### src/rtl/psum_fifo_pkg.sv
// psum_fifo_pkg: shared defaults, channel index type and grant cleanup helper
// for the partial-sum FIFO bank.
// Optional error flags are built when PSUM_FIFO_ERR_EN is defined.
package psum_fifo_pkg;

   localparam int unsigned DEF_NUM_CH = 3;
   localparam int unsigned DEF_DATA_W = 16;
   localparam int unsigned DEF_DEPTH  = 8;
   localparam int unsigned DEF_CH_W   = $clog2(DEF_NUM_CH);

   // Widest grant vector the helper below handles.
   localparam int unsigned MAX_CH = 32;

   typedef logic [DEF_CH_W-1:0] ch_idx_t;

   // Keep only the lowest set bit of a (possibly multi-hot) vector.
   function automatic logic [MAX_CH-1:0] onehot_lowest(input logic [MAX_CH-1:0] v);
      return v & (~v + MAX_CH'(1));
   endfunction

endpackage

### src/rtl/psum_fifo_bank_if.sv
// psum_fifo_bank_if: push/pop/output bus of the partial-sum FIFO bank.
//   master: array columns + arbiter side (drives wr_en, wr_data, gnt)
//   slave : the FIFO bank (drives full, req, out_*, and err_* with PSUM_FIFO_ERR_EN)
interface psum_fifo_bank_if
   import psum_fifo_pkg::*;
#(
   parameter int unsigned NUM_CH = DEF_NUM_CH,
   parameter int unsigned DATA_W = DEF_DATA_W
);
   localparam int unsigned CH_W = $clog2(NUM_CH);

   logic [NUM_CH-1:0]        wr_en;
   logic [NUM_CH*DATA_W-1:0] wr_data;
   logic [NUM_CH-1:0]        full;
   logic [NUM_CH-1:0]        req;
   logic [NUM_CH-1:0]        gnt;
   logic                     out_valid;
   logic [CH_W-1:0]          out_ch;
   logic [DATA_W-1:0]        out_data;
`ifdef PSUM_FIFO_ERR_EN
   logic [NUM_CH-1:0]        err_ovf;
   logic [NUM_CH-1:0]        err_udf;

   modport master (output wr_en, wr_data, gnt,
                   input  full, req, out_valid, out_ch, out_data, err_ovf, err_udf);
   modport slave  (input  wr_en, wr_data, gnt,
                   output full, req, out_valid, out_ch, out_data, err_ovf, err_udf);
`else
   modport master (output wr_en, wr_data, gnt,
                   input  full, req, out_valid, out_ch, out_data);
   modport slave  (input  wr_en, wr_data, gnt,
                   output full, req, out_valid, out_ch, out_data);
`endif

endinterface

### src/rtl/sync_fifo.sv
// sync_fifo: one channel of the bank -- storage, pointers, occupancy count.
//   push/push_data : write strobe and word (dropped when full)
//   pop            : read strobe (ignored when empty)
//   head_c         : word at the read pointer
//   full_c         : count == DEPTH
//   nonempty_c     : count != 0
//   pop_drop/err_* : ignored-grant event in, sticky flags out (PSUM_FIFO_ERR_EN)
module sync_fifo
   import psum_fifo_pkg::*;
#(
   parameter int unsigned DATA_W = DEF_DATA_W,
   parameter int unsigned DEPTH  = DEF_DEPTH
) (
   input  logic              clk,
   input  logic              rst,
   input  logic              push,
   input  logic [DATA_W-1:0] push_data,
   input  logic              pop,
   output logic [DATA_W-1:0] head_c,
   output logic              full_c,
   output logic              nonempty_c
`ifdef PSUM_FIFO_ERR_EN
  ,input  logic              pop_drop,
   output logic              err_ovf,
   output logic              err_udf
`endif
);
   localparam int unsigned PTR_W = $clog2(DEPTH);
   localparam int unsigned CNT_W = PTR_W + 1;

   logic [DATA_W-1:0] mem [DEPTH];
   logic [PTR_W-1:0]  wr_ptr;
   logic [PTR_W-1:0]  rd_ptr;
   logic [CNT_W-1:0]  count;
   logic              do_push;
   logic              do_pop;

   // A push while full is dropped even if this cycle also pops.
   assign full_c     = (count == CNT_W'(DEPTH));
   assign nonempty_c = (count != '0);
   assign do_push    = push && !full_c;
   assign do_pop     = pop && nonempty_c;
   assign head_c     = mem[rd_ptr];

   // Pointers and count; DEPTH is a power of two so pointers wrap naturally.
   always_ff @(posedge clk or posedge rst) begin
      if (rst) begin
         wr_ptr <= '0;
         rd_ptr <= '0;
         count  <= '0;
      end else begin
         if (do_push) wr_ptr <= wr_ptr + PTR_W'(1);
         if (do_pop)  rd_ptr <= rd_ptr + PTR_W'(1);
         if (do_push && !do_pop)      count <= count + CNT_W'(1);
         else if (do_pop && !do_push) count <= count - CNT_W'(1);
      end
   end

   // Storage is not reset; reset empties the FIFO through the pointers.
   always_ff @(posedge clk) begin
      if (do_push) mem[wr_ptr] <= push_data;
   end

`ifdef PSUM_FIFO_ERR_EN
   // Sticky misuse flags.
   always_ff @(posedge clk or posedge rst) begin
      if (rst) begin
         err_ovf <= 1'b0;
         err_udf <= 1'b0;
      end else begin
         if (push && full_c) err_ovf <= 1'b1;
         if (pop_drop)       err_udf <= 1'b1;
      end
   end
`endif

endmodule

### src/rtl/psum_fifo_bank.sv
// psum_fifo_bank: NUM_CH partial-sum FIFOs feeding a round-robin writeback
// arbiter, with one registered, channel-tagged output port.
//   clk, rst : clock, asynchronous active-high reset
//   bus      : psum_fifo_bank_if.slave (wr_en/wr_data/gnt in; full/req/out_* out)
// Defining PSUM_FIFO_ERR_EN adds sticky err_ovf/err_udf flags.
module psum_fifo_bank
   import psum_fifo_pkg::*;
#(
   parameter int unsigned NUM_CH = DEF_NUM_CH,
   parameter int unsigned DATA_W = DEF_DATA_W,
   parameter int unsigned DEPTH  = DEF_DEPTH
) (
   input logic             clk,
   input logic             rst,
   psum_fifo_bank_if.slave bus
);
   localparam int unsigned CH_W = $clog2(NUM_CH);

   logic [DATA_W-1:0] head [NUM_CH];
   logic [NUM_CH-1:0] full_vec;
   logic [NUM_CH-1:0] req_vec;
   logic [NUM_CH-1:0] pop_sel;
   logic [CH_W-1:0]   sel_ch;
   logic [DATA_W-1:0] sel_data;
   logic              out_valid_q;
   logic [CH_W-1:0]   out_ch_q;
   logic [DATA_W-1:0] out_data_q;

   // Grants on empty channels are ignored; of the rest, the lowest index wins.
   assign pop_sel = NUM_CH'(onehot_lowest(MAX_CH'(bus.gnt & req_vec)));

   for (genvar i = 0; i < NUM_CH; i++) begin : g_ch
      sync_fifo #(
         .DATA_W (DATA_W),
         .DEPTH  (DEPTH)
      ) u_fifo (
         .clk        (clk),
         .rst        (rst),
         .push       (bus.wr_en[i]),
         .push_data  (bus.wr_data[i*DATA_W +: DATA_W]),
         .pop        (pop_sel[i]),
         .head_c     (head[i]),
         .full_c     (full_vec[i]),
         .nonempty_c (req_vec[i])
`ifdef PSUM_FIFO_ERR_EN
        ,.pop_drop   (bus.gnt[i] && !pop_sel[i]),
         .err_ovf    (bus.err_ovf[i]),
         .err_udf    (bus.err_udf[i])
`endif
      );
   end

   // Select the popped channel's head word.
   always_comb begin
      sel_ch   = '0;
      sel_data = '0;
      for (int i = 0; i < NUM_CH; i++) begin
         if (pop_sel[i]) begin
            sel_ch   = CH_W'(i);
            sel_data = head[i];
         end
      end
   end

   // Output register; channel/data hold when nothing pops.
   always_ff @(posedge clk or posedge rst) begin
      if (rst) begin
         out_valid_q <= 1'b0;
         out_ch_q    <= '0;
         out_data_q  <= '0;
      end else begin
         out_valid_q <= |pop_sel;
         if (|pop_sel) begin
            out_ch_q   <= sel_ch;
            out_data_q <= sel_data;
         end
      end
   end

   assign bus.full      = full_vec;
   assign bus.req       = req_vec;
   assign bus.out_valid = out_valid_q;
   assign bus.out_ch    = out_ch_q;
   assign bus.out_data  = out_data_q;

endmodule

### src/flat_wrapper.sv
// flat-port wrapper written by rule: the top's interface ports become plain ports
module psum_fifo_bank_flat import psum_fifo_pkg::*;
#(
   parameter int unsigned NUM_CH = DEF_NUM_CH,
   parameter int unsigned DATA_W = DEF_DATA_W,
   parameter int unsigned DEPTH  = DEF_DEPTH
)
  (clk, rst, bus_wr_en, bus_wr_data, bus_gnt, bus_full, bus_req, bus_out_valid, bus_out_ch, bus_out_data);
  psum_fifo_bank_if #(.NUM_CH(NUM_CH), .DATA_W(DATA_W)) bus_i ();
  input logic clk;
  input logic rst;
  input wire logic [$bits(bus_i.wr_en)-1:0] bus_wr_en;
  input wire logic [$bits(bus_i.wr_data)-1:0] bus_wr_data;
  input wire logic [$bits(bus_i.gnt)-1:0] bus_gnt;
  output wire logic [$bits(bus_i.full)-1:0] bus_full;
  output wire logic [$bits(bus_i.req)-1:0] bus_req;
  output wire logic [$bits(bus_i.out_valid)-1:0] bus_out_valid;
  output wire logic [$bits(bus_i.out_ch)-1:0] bus_out_ch;
  output wire logic [$bits(bus_i.out_data)-1:0] bus_out_data;
  assign bus_i.wr_en = bus_wr_en;
  assign bus_i.wr_data = bus_wr_data;
  assign bus_i.gnt = bus_gnt;
  assign bus_full = bus_i.full;
  assign bus_req = bus_i.req;
  assign bus_out_valid = bus_i.out_valid;
  assign bus_out_ch = bus_i.out_ch;
  assign bus_out_data = bus_i.out_data;
  psum_fifo_bank #(.NUM_CH(NUM_CH), .DATA_W(DATA_W), .DEPTH(DEPTH)) u_core (.clk(clk), .rst(rst), .bus(bus_i));
endmodule
### config.mk
export PLATFORM = sky130hd
export DESIGN_NAME = psum_fifo_bank_flat
export DESIGN_NICKNAME = d
export VERILOG_FILES = /design/src/rtl/psum_fifo_pkg.sv /design/src/rtl/psum_fifo_bank_if.sv /design/src/rtl/sync_fifo.sv /design/src/rtl/psum_fifo_bank.sv /design/src/flat_wrapper.sv
export SDC_FILE = /design/constraint.sdc
export NUM_CORES = 1
export LEC_CHECK = 0
export CORE_MARGIN = 2
export CORE_UTILIZATION = 60
export CTS_CLUSTER_DIAMETER = 200
export DETAILED_ROUTE_END_ITERATION = 12
export GPL_ROUTABILITY_DRIVEN = 0
export PLACE_DENSITY = 0.91
export REMOVE_ABC_BUFFERS = 1
export SLEW_MARGIN = 20
export SYNTH_ARGS = -nofsm -noshare
export SYNTH_HDL_FRONTEND = slang
export SYNTH_SLANG_ARGS = --single-unit
### constraint.sdc
create_clock -name clk -period 3.4 [get_ports clk]
set_input_delay 0.68 -clock clk [delete_from_list [all_inputs] [get_ports clk]]
set_output_delay 0.68 -clock clk [all_outputs]
set_load 0.05 [all_outputs]
==> impl_metrics.env, run 1 <==
export IMPL_yosysTopAreaCell="edfxtp_1"
export IMPL_leakage_nw=6.84
export IMPL_core_area_um2=27900
export IMPL_routed_top_layer="met5"
export IMPL_ys_seq_area_frac=0.747
export IMPL_wl_met2_um=20600
export IMPL_setup_viol=0
export IMPL_yosys_top_cells_count="384 x edfxtp_1, 68 x mux4_2, 58 x mux2i_1, 49 x dfrtp_1, 42 x a22oi_1"
export IMPL_finalMaxSlewViolations=0
export IMPL_max_stage_delay_ns=0.89
export IMPL_finalCritPeriodShare=0.903
export IMPL_fin_hold_ws_ns=0.465
export IMPL_power_density_nw_per_um2=882
export IMPL_synth_compound_area_frac=0.0496
export IMPL_crit_type="flip-flop to output port"
export IMPL_synth_top_area_share=0.675
export IMPL_critPathCaptureType="output port"
export IMPL_wl_met1_um=14400
export IMPL_initial_core_util=0.612
export IMPL_critical_path_slowest_cell="clkdlybuf4s50_1"
export IMPL_utilization=0.712
export IMPL_wl_per_cell_um=28.1
export IMPL_antenna_found_initial=2
export IMPL_wl_met3_um=3050
export IMPL_avgSynthCellArea_um2=19.6
export IMPL_cts_hold_buf=0
export IMPL_outcome="finished, final reports clean"
export IMPL_synth_top_family_by_area="multiplexers"
export IMPL_portBuffers=80
export IMPL_max_clock_path_buffers=3
export IMPL_yosys_warnings=0
export IMPL_register_area_um2=12800
export IMPL_cp_cell_sequence="nor4b_1 > clkdlybuf4s50_1"
export IMPL_crit_fanout=6
export IMPL_multi_input_area_um2=4070
export IMPL_cap_viol_max_count=0
export IMPL_max_freq_mhz=326
export IMPL_cts_buffers_inserted=42
export IMPL_synth_distinct_cells=44
export IMPL_startpoint_type="flip-flop"
export IMPL_rows=61
export IMPL_track_usage=0.269
export IMPL_synth_fa_ha_area_frac=0.0145
export IMPL_dieArea_um2=29800
export IMPL_synth_mux_area_frac=0.130
export IMPL_ys_ff_latch=433
export IMPL_rsz0062_at_grt="false"
export IMPL_insertedDiodeCount=0
export IMPL_grt_max_degree=35
export IMPL_first_iter_violations=956
export IMPL_period_minus_slack_ns=3.07
export IMPL_drt_total_wl_um=39500
export IMPL_final_hold_viol_count=0
export IMPL_syn_inst=872
export IMPL_crit_required_ns=2.72
export IMPL_synth_area_leaders="edfxtp_1 67%, mux4_2 9.0%, dfrtp_1 7.2%"
export IMPL_root_buffer="clkbuf_16"
export IMPL_drive_gt1_frac=0.211
export IMPL_synth_simple_area_share=0.0297
export IMPL_ir_worst_vdd_v=0.000509
export IMPL_cts_tree="done"
export IMPL_die_w_um=173
export IMPL_htreeDepth=2
export IMPL_die_h_um=173
export IMPL_critPathTopFamily="buffers and inverters"
export IMPL_fin_skew_ns=0.0291
export IMPL_firstDrtPassIters=5
export IMPL_clkLatencyLatePin_ns=0.55
export IMPL_drc=0
export IMPL_hp_class="input port to asynchronous set/reset pin"
export IMPL_postCtsSetupRepairBufs=0
export IMPL_nFillCells=1605
export IMPL_final_setup_tns_ns=0
export IMPL_grt_overflow_total=0
export IMPL_synthXorXnorAreaFrac=0.0123
export IMPL_nets=1069
export IMPL_ios=81
export IMPL_worst_pin_slew_ns=0.815
export IMPL_arrival_ns=2.39
export IMPL_num_vias=9168
export IMPL_async_flop_share=0.113
export IMPL_cts_resized_gates=0
export IMPL_grt_pass1_wl_um=59600
export IMPL_synth_edf_count=384
export IMPL_path_buf_inv=1
export IMPL_ant_nets=0
export IMPL_vias_per_cell=6.53
export IMPL_syn_cell_area_um2=17100
export IMPL_synth_main_ff_cell="edfxtp_1"
export IMPL_yosysMostFrequentCell="edfxtp_1"
export IMPL_dp_hpwl_um=22400
export IMPL_cts_sinks=433
export IMPL_clkTransAtPathRegs_ns=0.06
export IMPL_area_growth_pct=16.3
export IMPL_grt_pass1_vias=9590
export IMPL_slew_headroom=0.456
power breakdown:
group	internal [mW]	total, mW	switching (mW)
Clock	2.67	4.62	1.95
Sequential	6.81	7.62	0.805
Combinational	2.30	5.29	2.99
placed cells by master, fill, tap and decap left out, types with 23 or more instances in the layout:
cell               n
nand2_1           30
clkbuf_16         42
a22oi_1           42
edfxtp_1         384
mux2i_1           58
clkdlybuf4s50_1   80
dfrtp_1           46
buf_4             45
mux4_2            68
nor2_1            23
final timing paths:
kind | start | to | slack (ns) | cells after the start
min | rst | u_core.g_ch[2].u_fifo.rd_ptr[2] | 0.47 | 2
min reg2reg | u_core.bus.out_data[1] | u_core.bus.out_data[1] | 0.48 | 1
max in group asynchronous | rst | u_core.g_ch[2].u_fifo.rd_ptr[0] | 2.26 | 3
max | u_core.g_ch[1].u_fifo.count[0] | bus_full[1] | 0.33 | 2
min in group clk | u_core.bus.out_data[1] | u_core.bus.out_data[1] | 0.48 | 1
max reg2reg | u_core.g_ch[0].u_fifo.count[0] | u_core.g_ch[2].u_fifo.count[3] | 0.54 | 11
state kept, by name, indices dropped and copies added, names as in the netlist:
| register | count |
|---|---|
| u_core.bus.out_ch | 2 |
| u_core.g_ch.u_fifo.count | 12 |
| u_core.g_ch.u_fifo.wr_ptr | 9 |
| u_core.g_ch.u_fifo.rd_ptr | 9 |
| u_core.bus.out_valid | 1 |
| u_core.bus.out_data | 16 |
| u_core.g_ch.u_fifo.mem | 384 |
per-stage QoR:
| stage | instances | total power [mW] | worst slack (ns) | cell area [um^2] |
|---|---|---|---|---|
| after CTS | 1405 | 17.5 | 0.315 | 19900 |
| after detailed placement | 1329 | 12.8 | 0.153 | 18500 |
| after floorplan | 824 | 11.0 | -0.688 | 16800 |
| final | 1405 | 17.5 | 0.330 | 19900 |
| after global routing | 1405 | 18.2 | 0.249 | 19900 |
| after global placement | 1329 | 12.5 | 0.189 | 18500 |
layout make-up:
type / count / share of cell area
Timing Repair Buffer: 127 / 0.0593
Clock buffer: 54 / 0.0551
Inverter: 10 / 0.00201
Sequential cell: 433 / 0.642
Clock inverter: 22 / 0.0129
Tap cell: 378 / 0.0238
Multi-Input combinational cell: 381 / 0.205
per-layer routing:
metal / vias up / global-route usage
met5: - / 0
met1: 4707 / 0.341
met2: 563 / 0.465
li1: 3774 / -
met4: 4 / 0.104
met3: 120 / 0.0504
cells by family (layout without fill, tap and decap cells):
group                    count (synthesis)  in the layout
XOR/XNOR                                24             24
buffers and inverters                   58            213
AO/OA/AOI/OAI                          102            102
AND/OR/NAND/NOR                        102            102
flip-flops                             433            433
multiplexers                           135            135
adder cells (fa/ha/maj)                 18             18
Note: power is estimated with default switching activity, not from simulation.
==> run 2: changes to the inputs <==
--- a/config.mk
+++ b/config.mk
@@ -5,13 +5,12 @@
 export SDC_FILE = /design/constraint.sdc
 export NUM_CORES = 1
 export LEC_CHECK = 0
-export CORE_MARGIN = 2
+export CORE_MARGIN = 1.5
 export CORE_UTILIZATION = 60
 export CTS_CLUSTER_DIAMETER = 200
 export DETAILED_ROUTE_END_ITERATION = 12
 export GPL_ROUTABILITY_DRIVEN = 0
 export PLACE_DENSITY = 0.91
-export REMOVE_ABC_BUFFERS = 1
 export SLEW_MARGIN = 20
 export SYNTH_ARGS = -nofsm -noshare
 export SYNTH_HDL_FRONTEND = slang
==> impl_metrics.env, run 2 (synthesis results as in run 1) <==
export IMPL_outcome="finished, final reports clean"
export IMPL_postCtsSetupRepairBufs=0
export IMPL_period_minus_slack_ns=3.00
export IMPL_grt_max_degree=40
export IMPL_crit_type="flip-flop to output port"
export IMPL_crit_fanout=6
export IMPL_most_common_layout_cells="384 x edfxtp_1, 80 x clkdlybuf4s50_1, 68 x mux4_2"
export IMPL_first_iter_violations=980
export IMPL_clkLatencyLatePin_ns=0.55
export IMPL_antenna_found_initial=2
export IMPL_vias_per_cell=6.32
export IMPL_max_clock_path_buffers=3
export IMPL_cts_sinks=433
export IMPL_firstDrtPassIters=6
export IMPL_final_hold_viol_count=0
export IMPL_fin_skew_ns=0.0281
export IMPL_fin_hold_ws_ns=0.499
export IMPL_startpoint_type="flip-flop"
export IMPL_drc=0
export IMPL_grt_pass1_vias=9271
export IMPL_power_density_nw_per_um2=880
export IMPL_crit_required_ns=2.72
export IMPL_cts_buffers_inserted=42
export IMPL_num_vias=8937
export IMPL_die_h_um=172
export IMPL_setup_viol=0
export IMPL_worst_pin_slew_ns=0.945
export IMPL_drive_gt1_frac=0.215
export IMPL_root_buffer="clkbuf_16"
export IMPL_dieArea_um2=29500
export IMPL_layout_commonest_cell="edfxtp_1"
export IMPL_grt_overflow_total=0
export IMPL_grt_pass1_wl_um=57000
export IMPL_dp_hpwl_um=22700
export IMPL_die_w_um=172
export IMPL_rsz0062_at_grt="false"
export IMPL_hp_class="flip-flop to flip-flop"
export IMPL_max_freq_mhz=334
export IMPL_synth_nets=946
export IMPL_rows=61
export IMPL_wl_per_cell_um=26.8
export IMPL_finalCritPeriodShare=0.881
export IMPL_area_growth_pct=16.9
export IMPL_arrival_ns=2.32
export IMPL_initial_core_util=0.612
export IMPL_utilization=0.715
export IMPL_cts_tree="done"
export IMPL_core_area_um2=27900
export IMPL_nets=1075
export IMPL_cts_resized_gates=0
export IMPL_htreeDepth=2
export IMPL_critPathCaptureType="output port"
export IMPL_cts_hold_buf=0
export IMPL_cap_viol_max_count=0
export IMPL_finalMaxSlewViolations=0
export IMPL_final_setup_tns_ns=0
export IMPL_ios=81
export IMPL_largest_reg_flops=384
export IMPL_leakage_nw=6.90
export IMPL_track_usage=0.268
export IMPL_regMostFlops="u_core.g_ch.u_fifo.mem"
export IMPL_slew_headroom=0.370
export IMPL_drt_total_wl_um=37900
export IMPL_clkTransAtPathRegs_ns=0.06
export IMPL_ant_nets=0
export IMPL_ir_worst_vdd_v=0.000615
export IMPL_portBuffers=80
## run 2: cell types whose count changed in the layout (fill, tap and decap cells not counted), sizes merged
cell and delta:
clkbuf +2, inv -1, clkinvlp -2, diode +1, clkinv +2, buf +6
## run 2: cell type report
class	instances	area (um^2)
Sequential cell	433	12800
Fill cell	1536	7950
Multi-Input combinational cell	381	4070
Timing Repair Buffer	133	1240
Clock buffer	56	1170
Tap cell	378	473
Clock inverter	21	230
Inverter	10	40.0
Antenna cell	1	2.50
## run 2: path summary, 6_finish.rpt
check,start,endpoint,slack (ns),depth (start not counted)
min in group asynchronous,rst,u_core.bus.out_data[8],0.51,2
min reg2reg,u_core.bus.out_ch[0],u_core.bus.out_ch[0],0.50,2
max,u_core.g_ch[1].u_fifo.count[0],bus_full[1],0.40,2
max in group asynchronous,rst,u_core.g_ch[1].u_fifo.rd_ptr[2],2.07,3
min,u_core.bus.out_ch[0],u_core.bus.out_ch[0],0.50,2
max reg2reg,u_core.g_ch[0].u_fifo.count[0],u_core.g_ch[0].u_fifo.count[3],0.63,12
## run 2: report_power, final
group / internal (mW) / switching (mW) / leakage [nW]
logic: 2.33 / 2.92 / 2.15
clock network: 2.79 / 1.93 / 0.680
registers: 6.81 / 0.808 / 4.07
## run 2: through the flow
stage	worst slack (ns)	total power [mW]	std cells	cell area [um^2]
4_1_cts	0.365	17.6	1412	20000
5_1_grt	0.265	18.2	1412	20000
3_3_place_gp	0.217	12.5	1335	18600
6_report	0.403	17.6	1413	20000
3_5_place_dp	0.189	12.8	1335	18600
2_1_floorplan	0.573	11.1	872	17100
## run 2: critical path, cell delays in order, from the launching register on
cell             delay (ns)
dfrtp_1                0.47
nor4b_1                0.43
clkdlybuf4s50_1        0.88
## run 2: per-layer routing
metal / wire [um] / vias to the layer above / GRT usage / part of all wire
met5: 11 / - / 0 / 0.00029
li1: - / 3780 / - / -
met1: 14500 / 4577 / 0.359 / 0.38
met3: 2820 / 83 / 0.0453 / 0.074
met4: 1200 / 2 / 0.0945 / 0.032
met2: 19400 / 495 / 0.451 / 0.51
==> run 3: changes to the inputs <==
--- a/config.mk
+++ b/config.mk
@@ -11,6 +11,7 @@
 export DETAILED_ROUTE_END_ITERATION = 12
 export GPL_ROUTABILITY_DRIVEN = 0
 export PLACE_DENSITY = 0.91
+export RECOVER_POWER = 50
 export SLEW_MARGIN = 20
 export SYNTH_ARGS = -nofsm -noshare
 export SYNTH_HDL_FRONTEND = slang
==> impl_metrics.env, run 3 (synthesis results as in run 1) <==
export IMPL_outcome="finished, final reports clean"
export IMPL_wl_per_cell_um=26.7
export IMPL_final_hold_viol_count=0
export IMPL_vias_per_cell=6.33
export IMPL_ant_nets=0
export IMPL_power_total_mw=17.6
export IMPL_hp_class="flip-flop to flip-flop"
export IMPL_critical_path_slowest_cell="clkinvlp_2"
export IMPL_fin_skew_ns=0.0298
export IMPL_postCtsSetupRepairBufs=0
export IMPL_power_density_nw_per_um2=880
export IMPL_die_w_um=172
export IMPL_synth_nets=946
export IMPL_regMostFlops="u_core.g_ch.u_fifo.mem"
export IMPL_cts_sinks=433
export IMPL_max_stage_delay_ns=0.50
export IMPL_worst_pin_slew_ns=1.04
export IMPL_die_h_um=172
export IMPL_nets=1075
export IMPL_critPathCaptureType="flip-flop"
export IMPL_ios=81
export IMPL_arrival_ns=3.57
export IMPL_largest_reg_flops=384
export IMPL_clkTransAtPathRegs_ns=0.06
export IMPL_initial_core_util=0.612
export IMPL_cp_cell_sequence="clkdlybuf4s50_1 > o41a_1 > clkinvlp_2 > nand3_2 > ha_1 > inv_1 > ha_1 > a21o_1 > a21oi_1 > xnor2_1 > nor2_1 > xor2_1"
export IMPL_num_vias=8950
export IMPL_grt_pass1_vias=9271
export IMPL_cts_buffers_inserted=42
export IMPL_cap_viol_max_count=0
export IMPL_period_minus_slack_ns=3.14
export IMPL_clkLatencyLatePin_ns=0.55
export IMPL_firstDrtPassIters=5
export IMPL_multi_input_area_um2=4070
export IMPL_final_setup_tns_ns=0
export IMPL_path_common_cell="ha_1"
export IMPL_track_usage=0.268
export IMPL_cts_resized_gates=0
export IMPL_rows=61
export IMPL_antenna_found_initial=3
export IMPL_rsz0062_at_grt="false"
export IMPL_slew_headroom=0.307
export IMPL_area_growth_pct=16.9
export IMPL_ir_worst_vdd_v=0.000618
export IMPL_dieArea_um2=29500
export IMPL_crit_type="input port to flip-flop"
export IMPL_utilization=0.715
export IMPL_nFillCells=1539
export IMPL_crit_required_ns=3.82
export IMPL_max_clock_path_buffers=3
export IMPL_drc=0
export IMPL_cts_tree="done"
export IMPL_grt_overflow_total=0
export IMPL_max_freq_mhz=318
export IMPL_drive_gt1_frac=0.211
export IMPL_finalMaxSlewViolations=0
export IMPL_root_buffer="clkbuf_16"
export IMPL_htreeDepth=2
export IMPL_layout_commonest_cell="edfxtp_1"
export IMPL_startpoint_type="input port"
export IMPL_leakage_nw=6.90
export IMPL_first_iter_violations=1027
export IMPL_register_area_um2=12800
export IMPL_grt_max_degree=40
export IMPL_most_common_layout_cells="384 x edfxtp_1, 68 x mux4_2, 58 x mux2i_1"
export IMPL_crit_fanout=5
export IMPL_core_area_um2=27900
export IMPL_drt_total_wl_um=37800
export IMPL_setup_viol=0
export IMPL_finalCritPeriodShare=0.925
export IMPL_portBuffers=80
export IMPL_dp_hpwl_um=22700
export IMPL_cts_hold_buf=0
export IMPL_grt_pass1_wl_um=57000
==> run 3: cell types whose count changed in the layout (fill, tap and decap cells not counted), sizes merged, moves of 5 or more <==
cell | previous run | this run
clkdlybuf4s50 | 80 | 31
dlygate4sd3 | 0 | 49
clkbuf | 56 | 61
buf | 53 | 48
==> run 3: routing by layer <==
layer / routed length (um) / track usage
met2: 19300 / 0.451
met5: 11 / 0
met3: 2950 / 0.0453
met4: 1210 / 0.0945
met1: 14300 / 0.359
==> run 3: worst paths after layout <==
path                                                      from                               to  slack (ns)  depth (start not counted)
worst max-delay path                                bus_gnt[0]   u_core.g_ch[2].u_fifo.count[3]        0.26                         12
worst min-delay path                      u_core.bus.out_ch[0]             u_core.bus.out_ch[0]        0.49                          2
worst max register to register  u_core.g_ch[0].u_fifo.count[0]   u_core.g_ch[2].u_fifo.count[3]        0.40                         11
worst min register to register            u_core.bus.out_ch[0]             u_core.bus.out_ch[0]        0.49                          2
max in group asynchronous                                  rst  u_core.g_ch[1].u_fifo.rd_ptr[2]        1.22                          3
min in group asynchronous                                  rst           u_core.bus.out_data[9]        0.83                          2
==> run 3: final cells by class <==
| type | instances | area share |
|---|---|---|
| Tap cell | 378 | 0.0237 |
| Sequential cell | 433 | 0.639 |
| Clock buffer | 56 | 0.0584 |
| Inverter | 10 | 0.00194 |
| Antenna cell | 2 | 0.000251 |
| Timing Repair Buffer | 133 | 0.0612 |
| Multi-Input combinational cell | 381 | 0.204 |
| Clock inverter | 21 | 0.0115 |
==> run 3: through the flow <==
step	cell area (um^2)	hold WS, ns	setup WS (ns)	std cells
6_report	20000	0.491	0.257	1414
5_1_grt	20000	0.531	0.163	1413
4_1_cts	20000	0.495	0.365	1412
3_5_place_dp	18600	0.480	0.189	1335
3_3_place_gp	18600	0.483	0.217	1335
2_1_floorplan	17100	0.475	0.573	872
==> run 3: critical path, delay by kind of cell <==
family,cells,cell delay (ns)
buffers and inverters,3,1.09
adder cells (fa/ha/maj),2,0.50
XOR/XNOR,2,0.28
AO/OA/AOI/OAI,3,0.72
AND/OR/NAND/NOR,2,0.29
==> run 3: where the power goes <==
group          total (mW)  switching, mW  leakage, nW  internal [mW]
registers            7.62          0.808         4.07           6.81
logic                5.24           2.92         2.15           2.32
clock network        4.72           1.93        0.680           2.79
total                17.6           5.66         6.90           11.9
